==> src/rtl/mem.sv <==
// Memory-access stage: performs MIPS byte/half/word loads and stores over a
// single-outstanding req/ack port and hands results to write-back.
module mem #(
  parameter int unsigned ALU_OPC_WIDTH = 12
) (
  input  logic                     clock,
  input  logic                     reset,
  input  logic                     in_valid,
  input  logic [31:0]              result,
  input  logic [31:0]              B,
  input  logic [ALU_OPC_WIDTH-1:0] alu_op,
  input  logic                     mem_inst,
  input  logic [4:0]               dest_reg,
  input  logic                     dest_reg_valid,
  output logic                     stall,
  output logic                     dmem_req,
  output logic                     dmem_we,
  output logic [31:0]              dmem_addr,
  output logic [3:0]               dmem_be,
  output logic [31:0]              dmem_wdata,
  input  logic                     dmem_ack,
  input  logic [31:0]              dmem_rdata,
  output logic                     wb_valid,
  output logic [31:0]              wb_data,
  output logic [4:0]               wb_reg,
  output logic                     wb_reg_valid,
  output logic                     addr_err
);

  localparam logic [5:0] OP_LB  = 6'h20;
  localparam logic [5:0] OP_LH  = 6'h21;
  localparam logic [5:0] OP_LW  = 6'h23;
  localparam logic [5:0] OP_LBU = 6'h24;
  localparam logic [5:0] OP_LHU = 6'h25;
  localparam logic [5:0] OP_SB  = 6'h28;
  localparam logic [5:0] OP_SH  = 6'h29;
  localparam logic [5:0] OP_SW  = 6'h2b;

  typedef enum logic {
    S_IDLE,
    S_ACCESS
  } state_t;

  state_t r_state, w_state_nxt;

  logic        r_req,          w_req_nxt;
  logic        r_we,           w_we_nxt;
  logic [31:0] r_addr,         w_addr_nxt;
  logic [3:0]  r_be,           w_be_nxt;
  logic [31:0] r_wdata,        w_wdata_nxt;
  logic        r_wb_valid,     w_wb_valid_nxt;
  logic [31:0] r_wb_data,      w_wb_data_nxt;
  logic [4:0]  r_wb_reg,       w_wb_reg_nxt;
  logic        r_wb_reg_valid, w_wb_reg_valid_nxt;
  logic        r_addr_err,     w_addr_err_nxt;
  logic [5:0]  r_op,           w_op_nxt;
  logic [1:0]  r_lane,         w_lane_nxt;
  logic [4:0]  r_dest,         w_dest_nxt;
  logic        r_dest_valid,   w_dest_valid_nxt;
  logic [31:0] r_ea,           w_ea_nxt;

  logic [5:0]  w_opc;
  logic        w_is_load, w_is_store;
  logic        w_sz_byte, w_sz_half, w_sz_word;
  logic        w_misaligned;
  logic [3:0]  w_be_req;
  logic [31:0] w_wdata_req;
  logic        w_r_is_load;
  logic [7:0]  w_ld_byte;
  logic [15:0] w_ld_half;
  logic [31:0] w_load_data;
  logic        w_unused_opc;

  assign w_opc        = alu_op[11:6];
  assign w_unused_opc = ^alu_op[5:0];

  // Decode of the incoming instruction
  always_comb begin
    w_is_load  = 1'b0;
    w_is_store = 1'b0;
    w_sz_byte  = 1'b0;
    w_sz_half  = 1'b0;
    w_sz_word  = 1'b0;
    case (w_opc)
      OP_LB, OP_LBU: begin w_is_load  = 1'b1; w_sz_byte = 1'b1; end
      OP_LH, OP_LHU: begin w_is_load  = 1'b1; w_sz_half = 1'b1; end
      OP_LW:         begin w_is_load  = 1'b1; w_sz_word = 1'b1; end
      OP_SB:         begin w_is_store = 1'b1; w_sz_byte = 1'b1; end
      OP_SH:         begin w_is_store = 1'b1; w_sz_half = 1'b1; end
      OP_SW:         begin w_is_store = 1'b1; w_sz_word = 1'b1; end
      default:       ;
    endcase
  end

  assign w_misaligned = (w_sz_half & result[0]) | (w_sz_word & (|result[1:0]));

  always_comb begin
    w_be_req    = '0;
    w_wdata_req = B;
    if (w_sz_byte) begin
      w_be_req    = 4'b0001 << result[1:0];
      w_wdata_req = {4{B[7:0]}};
    end else if (w_sz_half) begin
      w_be_req    = result[1] ? 4'b1100 : 4'b0011;
      w_wdata_req = {2{B[15:0]}};
    end else if (w_sz_word) begin
      w_be_req    = 4'b1111;
    end
  end

  // Load extraction uses the lane and opcode captured at accept time
  assign w_r_is_load = (r_op == OP_LB) || (r_op == OP_LBU) || (r_op == OP_LH) ||
                       (r_op == OP_LHU) || (r_op == OP_LW);

  always_comb begin
    w_ld_byte = dmem_rdata[7:0];
    case (r_lane)
      2'd0:    w_ld_byte = dmem_rdata[7:0];
      2'd1:    w_ld_byte = dmem_rdata[15:8];
      2'd2:    w_ld_byte = dmem_rdata[23:16];
      default: w_ld_byte = dmem_rdata[31:24];
    endcase
  end

  assign w_ld_half = r_lane[1] ? dmem_rdata[31:16] : dmem_rdata[15:0];

  always_comb begin
    w_load_data = dmem_rdata;
    case (r_op)
      OP_LB:   w_load_data = {{24{w_ld_byte[7]}}, w_ld_byte};
      OP_LBU:  w_load_data = {24'h0, w_ld_byte};
      OP_LH:   w_load_data = {{16{w_ld_half[15]}}, w_ld_half};
      OP_LHU:  w_load_data = {16'h0, w_ld_half};
      default: w_load_data = dmem_rdata;
    endcase
  end

  always_comb begin
    w_state_nxt        = r_state;
    w_req_nxt          = r_req;
    w_we_nxt           = r_we;
    w_addr_nxt         = r_addr;
    w_be_nxt           = r_be;
    w_wdata_nxt        = r_wdata;
    w_wb_valid_nxt     = 1'b0;
    w_wb_data_nxt      = r_wb_data;
    w_wb_reg_nxt       = r_wb_reg;
    w_wb_reg_valid_nxt = 1'b0;
    w_addr_err_nxt     = 1'b0;
    w_op_nxt           = r_op;
    w_lane_nxt         = r_lane;
    w_dest_nxt         = r_dest;
    w_dest_valid_nxt   = r_dest_valid;
    w_ea_nxt           = r_ea;
    unique case (r_state)
      S_IDLE: begin
        if (in_valid) begin
          if (!mem_inst) begin
            w_wb_valid_nxt     = 1'b1;
            w_wb_data_nxt      = result;
            w_wb_reg_nxt       = dest_reg;
            w_wb_reg_valid_nxt = dest_reg_valid;
          end else if (!(w_is_load || w_is_store)) begin
            w_wb_valid_nxt     = 1'b1;
            w_wb_data_nxt      = result;
            w_wb_reg_nxt       = dest_reg;
          end else if (w_misaligned) begin
            w_wb_valid_nxt     = 1'b1;
            w_addr_err_nxt     = 1'b1;
            w_wb_data_nxt      = result;
            w_wb_reg_nxt       = dest_reg;
          end else begin
            w_state_nxt        = S_ACCESS;
            w_req_nxt          = 1'b1;
            w_we_nxt           = w_is_store;
            w_addr_nxt         = {result[31:2], 2'b00};
            w_be_nxt           = w_be_req;
            w_wdata_nxt        = w_wdata_req;
            w_op_nxt           = w_opc;
            w_lane_nxt         = result[1:0];
            w_dest_nxt         = dest_reg;
            w_dest_valid_nxt   = dest_reg_valid;
            w_ea_nxt           = result;
          end
        end
      end
      S_ACCESS: begin
        if (dmem_ack) begin
          w_state_nxt        = S_IDLE;
          w_req_nxt          = 1'b0;
          w_we_nxt           = 1'b0;
          w_wb_valid_nxt     = 1'b1;
          w_wb_reg_nxt       = r_dest;
          w_wb_reg_valid_nxt = w_r_is_load & r_dest_valid;
          w_wb_data_nxt      = w_r_is_load ? w_load_data : r_ea;
        end
      end
      default: w_state_nxt = S_IDLE;
    endcase
  end

  always_ff @(posedge clock) begin
    if (reset) r_state <= S_IDLE;
    else       r_state <= w_state_nxt;
  end

  always_ff @(posedge clock) begin
    if (reset) begin
      r_req          <= 1'b0;
      r_we           <= 1'b0;
      r_addr         <= '0;
      r_be           <= '0;
      r_wdata        <= '0;
      r_wb_valid     <= 1'b0;
      r_wb_data      <= '0;
      r_wb_reg       <= '0;
      r_wb_reg_valid <= 1'b0;
      r_addr_err     <= 1'b0;
      r_op           <= '0;
      r_lane         <= '0;
      r_dest         <= '0;
      r_dest_valid   <= 1'b0;
      r_ea           <= '0;
    end else begin
      r_req          <= w_req_nxt;
      r_we           <= w_we_nxt;
      r_addr         <= w_addr_nxt;
      r_be           <= w_be_nxt;
      r_wdata        <= w_wdata_nxt;
      r_wb_valid     <= w_wb_valid_nxt;
      r_wb_data      <= w_wb_data_nxt;
      r_wb_reg       <= w_wb_reg_nxt;
      r_wb_reg_valid <= w_wb_reg_valid_nxt;
      r_addr_err     <= w_addr_err_nxt;
      r_op           <= w_op_nxt;
      r_lane         <= w_lane_nxt;
      r_dest         <= w_dest_nxt;
      r_dest_valid   <= w_dest_valid_nxt;
      r_ea           <= w_ea_nxt;
    end
  end

  assign stall        = (r_state == S_ACCESS);
  assign dmem_req     = r_req;
  assign dmem_we      = r_we;
  assign dmem_addr    = r_addr;
  assign dmem_be      = r_be;
  assign dmem_wdata   = r_wdata;
  assign wb_valid     = r_wb_valid;
  assign wb_data      = r_wb_data;
  assign wb_reg       = r_wb_reg;
  assign wb_reg_valid = r_wb_reg_valid;
  assign addr_err     = r_addr_err;

  a_err_with_wb: assert property (@(posedge clock) disable iff (reset) r_addr_err |-> r_wb_valid);
  a_req_aligned: assert property (@(posedge clock) disable iff (reset) r_req |-> (r_addr[1:0] == 2'b00));

endmodule

==> config.mk <==
export PLATFORM = sky130hd
export DESIGN_NAME = mem
export DESIGN_NICKNAME = d
export VERILOG_FILES = /design/src/rtl/mem.sv
export SDC_FILE = /design/constraint.sdc
export NUM_CORES = 1
export LEC_CHECK = 0
export ABC_CLOCK_PERIOD_IN_PS = 2470
export BUFFER_PORTS_ARGS = -buffer_cell sky130_fd_sc_hd__buf_2
export CAP_MARGIN = 5
export CORE_MARGIN = 1
export CORE_UTILIZATION = 40
export CTS_BUF_LIST = sky130_fd_sc_hd__clkbuf_4 sky130_fd_sc_hd__clkbuf_8 sky130_fd_sc_hd__clkbuf_16
export DETAILED_ROUTE_END_ITERATION = 16
export PLACE_DENSITY = 0.66
export SLEW_MARGIN = 10
export SYNTH_ARGS = -nofsm -noshare
export SYNTH_HDL_FRONTEND = slang
export SYNTH_SLANG_ARGS = --single-unit
==> constraint.sdc <==
create_clock -name clock -period 2.47 [get_ports clock]
set_input_delay 0.1235 -clock clock [delete_from_list [all_inputs] [get_ports clock]]
set_output_delay 0.1235 -clock clock [all_outputs]
set_load 0.02 [all_outputs]
==> flow_summary.toml <==
[synth]
synth_most_common_cell = "sky130_fd_sc_hd__nand2_1"
synth-edff-count = 0
synth_simple_gate_area_share = 0.193
synth-seq-cells = 123
netlist.top_cell.by_area = "sky130_fd_sc_hd__dfxtp_1"
synthesis.area_per_instance_um2 = 8.32
synthesis.yosys.warnings = 0
ys_dominant_reg_cell = "sky130_fd_sc_hd__dfxtp_1"
yosys.area_share.xor_xnor = 0
syn-instance-count = 759
synth_async_sr_flop_share = 0
netlist-cell-type-count = 53
yosys.area.top_type_share = 0.390
synth_top_family_by_area = "compound AO/OA/AOI/OAI gates"
synthMuxAreaShare = 0.0667
mappedNetlistArea_um2 = 6320
post_synth_fa_ha_maj_area_fraction = 0
ys_seq_area_frac = 0.390
synth_area_in_compound_gates = 0.258
ys_top_cells_by_area = "sky130_fd_sc_hd__dfxtp_1 39%, sky130_fd_sc_hd__nand2_1 9.3%, sky130_fd_sc_hd__a21oi_1 7.5%, sky130_fd_sc_hd__buf_4 4.2%, sky130_fd_sc_hd__mux2i_1 3.6%"
top_cells_by_instance_count_after_synthesis = "157 x sky130_fd_sc_hd__nand2_1, 123 x sky130_fd_sc_hd__dfxtp_1, 95 x sky130_fd_sc_hd__a21oi_1"

[timing]
hold_viol = 0
total_negative_slack_ps = 0
top_achievable_clock_speed_mhz = 460
unrepaired_setup_endpoints_after_global_routing = "no"
setup_viol_count_final = 0
max_slew_margin = 0.390
worst-slew-pin-transition_ps = 913
timing.final.crit_period_ps = 2170
maxSlewViolCount = 0
fin_crit_sh = 0.880
clock_skew_ps = 7.54

[power]
power_per_cell_area_nw_per_um2 = 637
vdd_drop_max_mv = 0.485
power.static_leakage_nw = 3.57

[routing]
ant_nets = 0
num_vias = 6596
drt-vias-per-instance = 5.42
totalWireLength_mm = 21.0
drt-wirelength-per-cell_um = 17.3
route.detailed.drc = 0
drt-initial-drc-count = 411
detail_route.first_pass.iterations = 5

[global_route]
globalRoute.totalOverflow = 0
global_route_wire_length_before_repair_mm = 32.3
first_global_vias = 6158
grt-busiest-layer = "met2"
grt_max_degree = 46
groute.usage.overall = 0.256
grtUsageMet2 = 0.433
antenna_found_initial = 0
grt_util_met1 = 0.311
grtUsageMet3 = 0.0735

[layout]
num_antenna_cells = 0
final_core_util = 0.569
layout.cells.non_filler = 1217
area_delta_synth_final_pct = 37.8
finish.net_count = 1112
drive_above_1_share = 0.320

[worst_hold_path]
hp-start = "B[31]"
min_to = "dmem_wdata[31]$_SDFFE_PP0P_"
worstHoldPathCells = 3
min-delay-path-class = "input pin to flip-flop"

[clock_tree]
clk_root_buffer_cell = "sky130_fd_sc_hd__clkbuf_16"
clkTransAtPathRegs_ps = 60
cts_tree = "done"
clock_latency_ps = 420
cts_inserted_buffers = 17
cts_num_sinks = 123
cts.path.max_buffers = 2
h-tree-depth = 4

[setup_path]
critical-path-slowest-cell = "sky130_fd_sc_hd__or4b_1"
timing.critical_path.max_delay_family = "simple AND/OR/NAND/NOR gates"
crit_fanout = 15
crit_path_max_incr_delay_ps = 770
required_ps = 2810
cp.arrival_ps = 2510
worstPathCellList = "or4b_1 -> o41ai_4 -> buf_4 -> o221ai_1 -> a211oi_1"
reg2reg_depth = 5
timing.rr.start = "r_op[3]$_SDFFE_PP0P_"
crit_path_end_kind = "flip-flop"
worst-r2r-setup-slack_ps = 300
critPathKind = "flip-flop to flip-flop"
critical_path.n_buffers_inverters = 1
r2r-end = "wb_data[16]$_SDFFE_PP0P_"
cp-start-kind = "flip-flop"

[place]
placed_instances = 1119
place.detailed.hpwl_mm = 14.1
routabilityCongestion = 0.841
port_buffers = 221

[floorplanning]
io_pins = 230
die_area_um2 = 16300
placeableCoreArea_um2 = 15300
fp.dieH_um = 128
std_cell_rows = 45
starting_density_of_the_core = 0.413
dieWidth_um = 128

[outcome]
outcome = "completed"

[run]
max_cap_viol_count = 0
==> stage by stage <==
| stage | power (mW) | area, um^2 | setup slack [ps] | hold WS, ps |
|---|---|---|---|---|
| 4_1_cts | 5.59 | 8690 | 91.9 | 0.460 |
| 6_report | 5.55 | 8710 | 297 | 19.8 |
| 3_3_place_gp | 2.78 | 7410 | 341 | 378 |
| 3_5_place_dp | 2.78 | 7410 | 315 | 383 |
| 5_1_grt | 5.75 | 8710 | 117 | 24.2 |
| 2_1_floorplan | 2.51 | 6320 | 480 | 254 |
==> how the worst max path moves through the flow <==
stage                         start                          end  cells past startpoint
6_report       r_op[3]$_SDFFE_PP0P_     wb_data[16]$_SDFFE_PP0P_                      5
5_1_grt        r_op[3]$_SDFFE_PP0P_     wb_data[17]$_SDFFE_PP0P_                      5
4_1_cts            stall$_SDFF_PP0_  dmem_wdata[22]$_SDFFE_PP0P_                      6
3_5_place_dp   r_op[3]$_SDFFE_PP0P_     wb_data[18]$_SDFFE_PP0P_                      5
3_3_place_gp   r_op[3]$_SDFFE_PP0P_     wb_data[18]$_SDFFE_PP0P_                      5
2_1_floorplan  r_op[3]$_SDFFE_PP0P_     wb_data[10]$_SDFFE_PP0P_                      7
==> cells in the final DEF (no fill, tap or decap), drive strengths merged, types with 11 or more instances in the layout <==
cell type	Yosys	layout
a211oi	29	29
a21oi	96	96
and2	16	16
buf	52	249
clkbuf	47	19
dfxtp	123	123
dlygate4sd3	0	64
inv	10	13
mux2i	23	23
nand2	157	157
nor2	60	60
nor3	11	11
o221ai	22	22
==> cell families (layout without fill, tap and decap cells) <==
logic type / count (synthesis) / count (layout)
compound gates: 216 / 216
other cells: 1 / 2
buf+inv: 109 / 355
simple gates: 277 / 277
flops: 123 / 123
mux: 33 / 33
==> cell type report <==
type                            count  area [um^2]
Multi-Input combinational cell    528         3290
Tap cell                          211          264
Fill cell                        1405         6610
Timing Repair Buffer              313         2010
Sequential cell                   123         2460
Clock buffer                       19          453
Clock inverter                     13          188
Inverter                           10         37.5
==> tightest hold or removal path, delay by kind of cell <==
kind | cells | cell delay [ps]
compound gates | 2 | 200
buf+inv | 1 | 70
==> power breakdown <==
group	switching [mW]	internal, mW
Sequential	0.0385	2.05
Clock	0.978	1.75
Combinational	0.419	0.310
Total	1.44	4.11
==> timing repair <==
action	in CTS	in global routing
gates resized for setup	0	1
buffers inserted	0	2
endpoints found under the setup margin	0	6
endpoints found under the hold margin	59	0
hold buffers	64	0
==> metal layers <==
layer	up-vias	routed length, um
li1	3158	-
met1	3115	8820
met2	286	10100
met3	37	1580
met4	0	547
met5	-	0
Note: power is estimated with default switching activity, not from simulation.
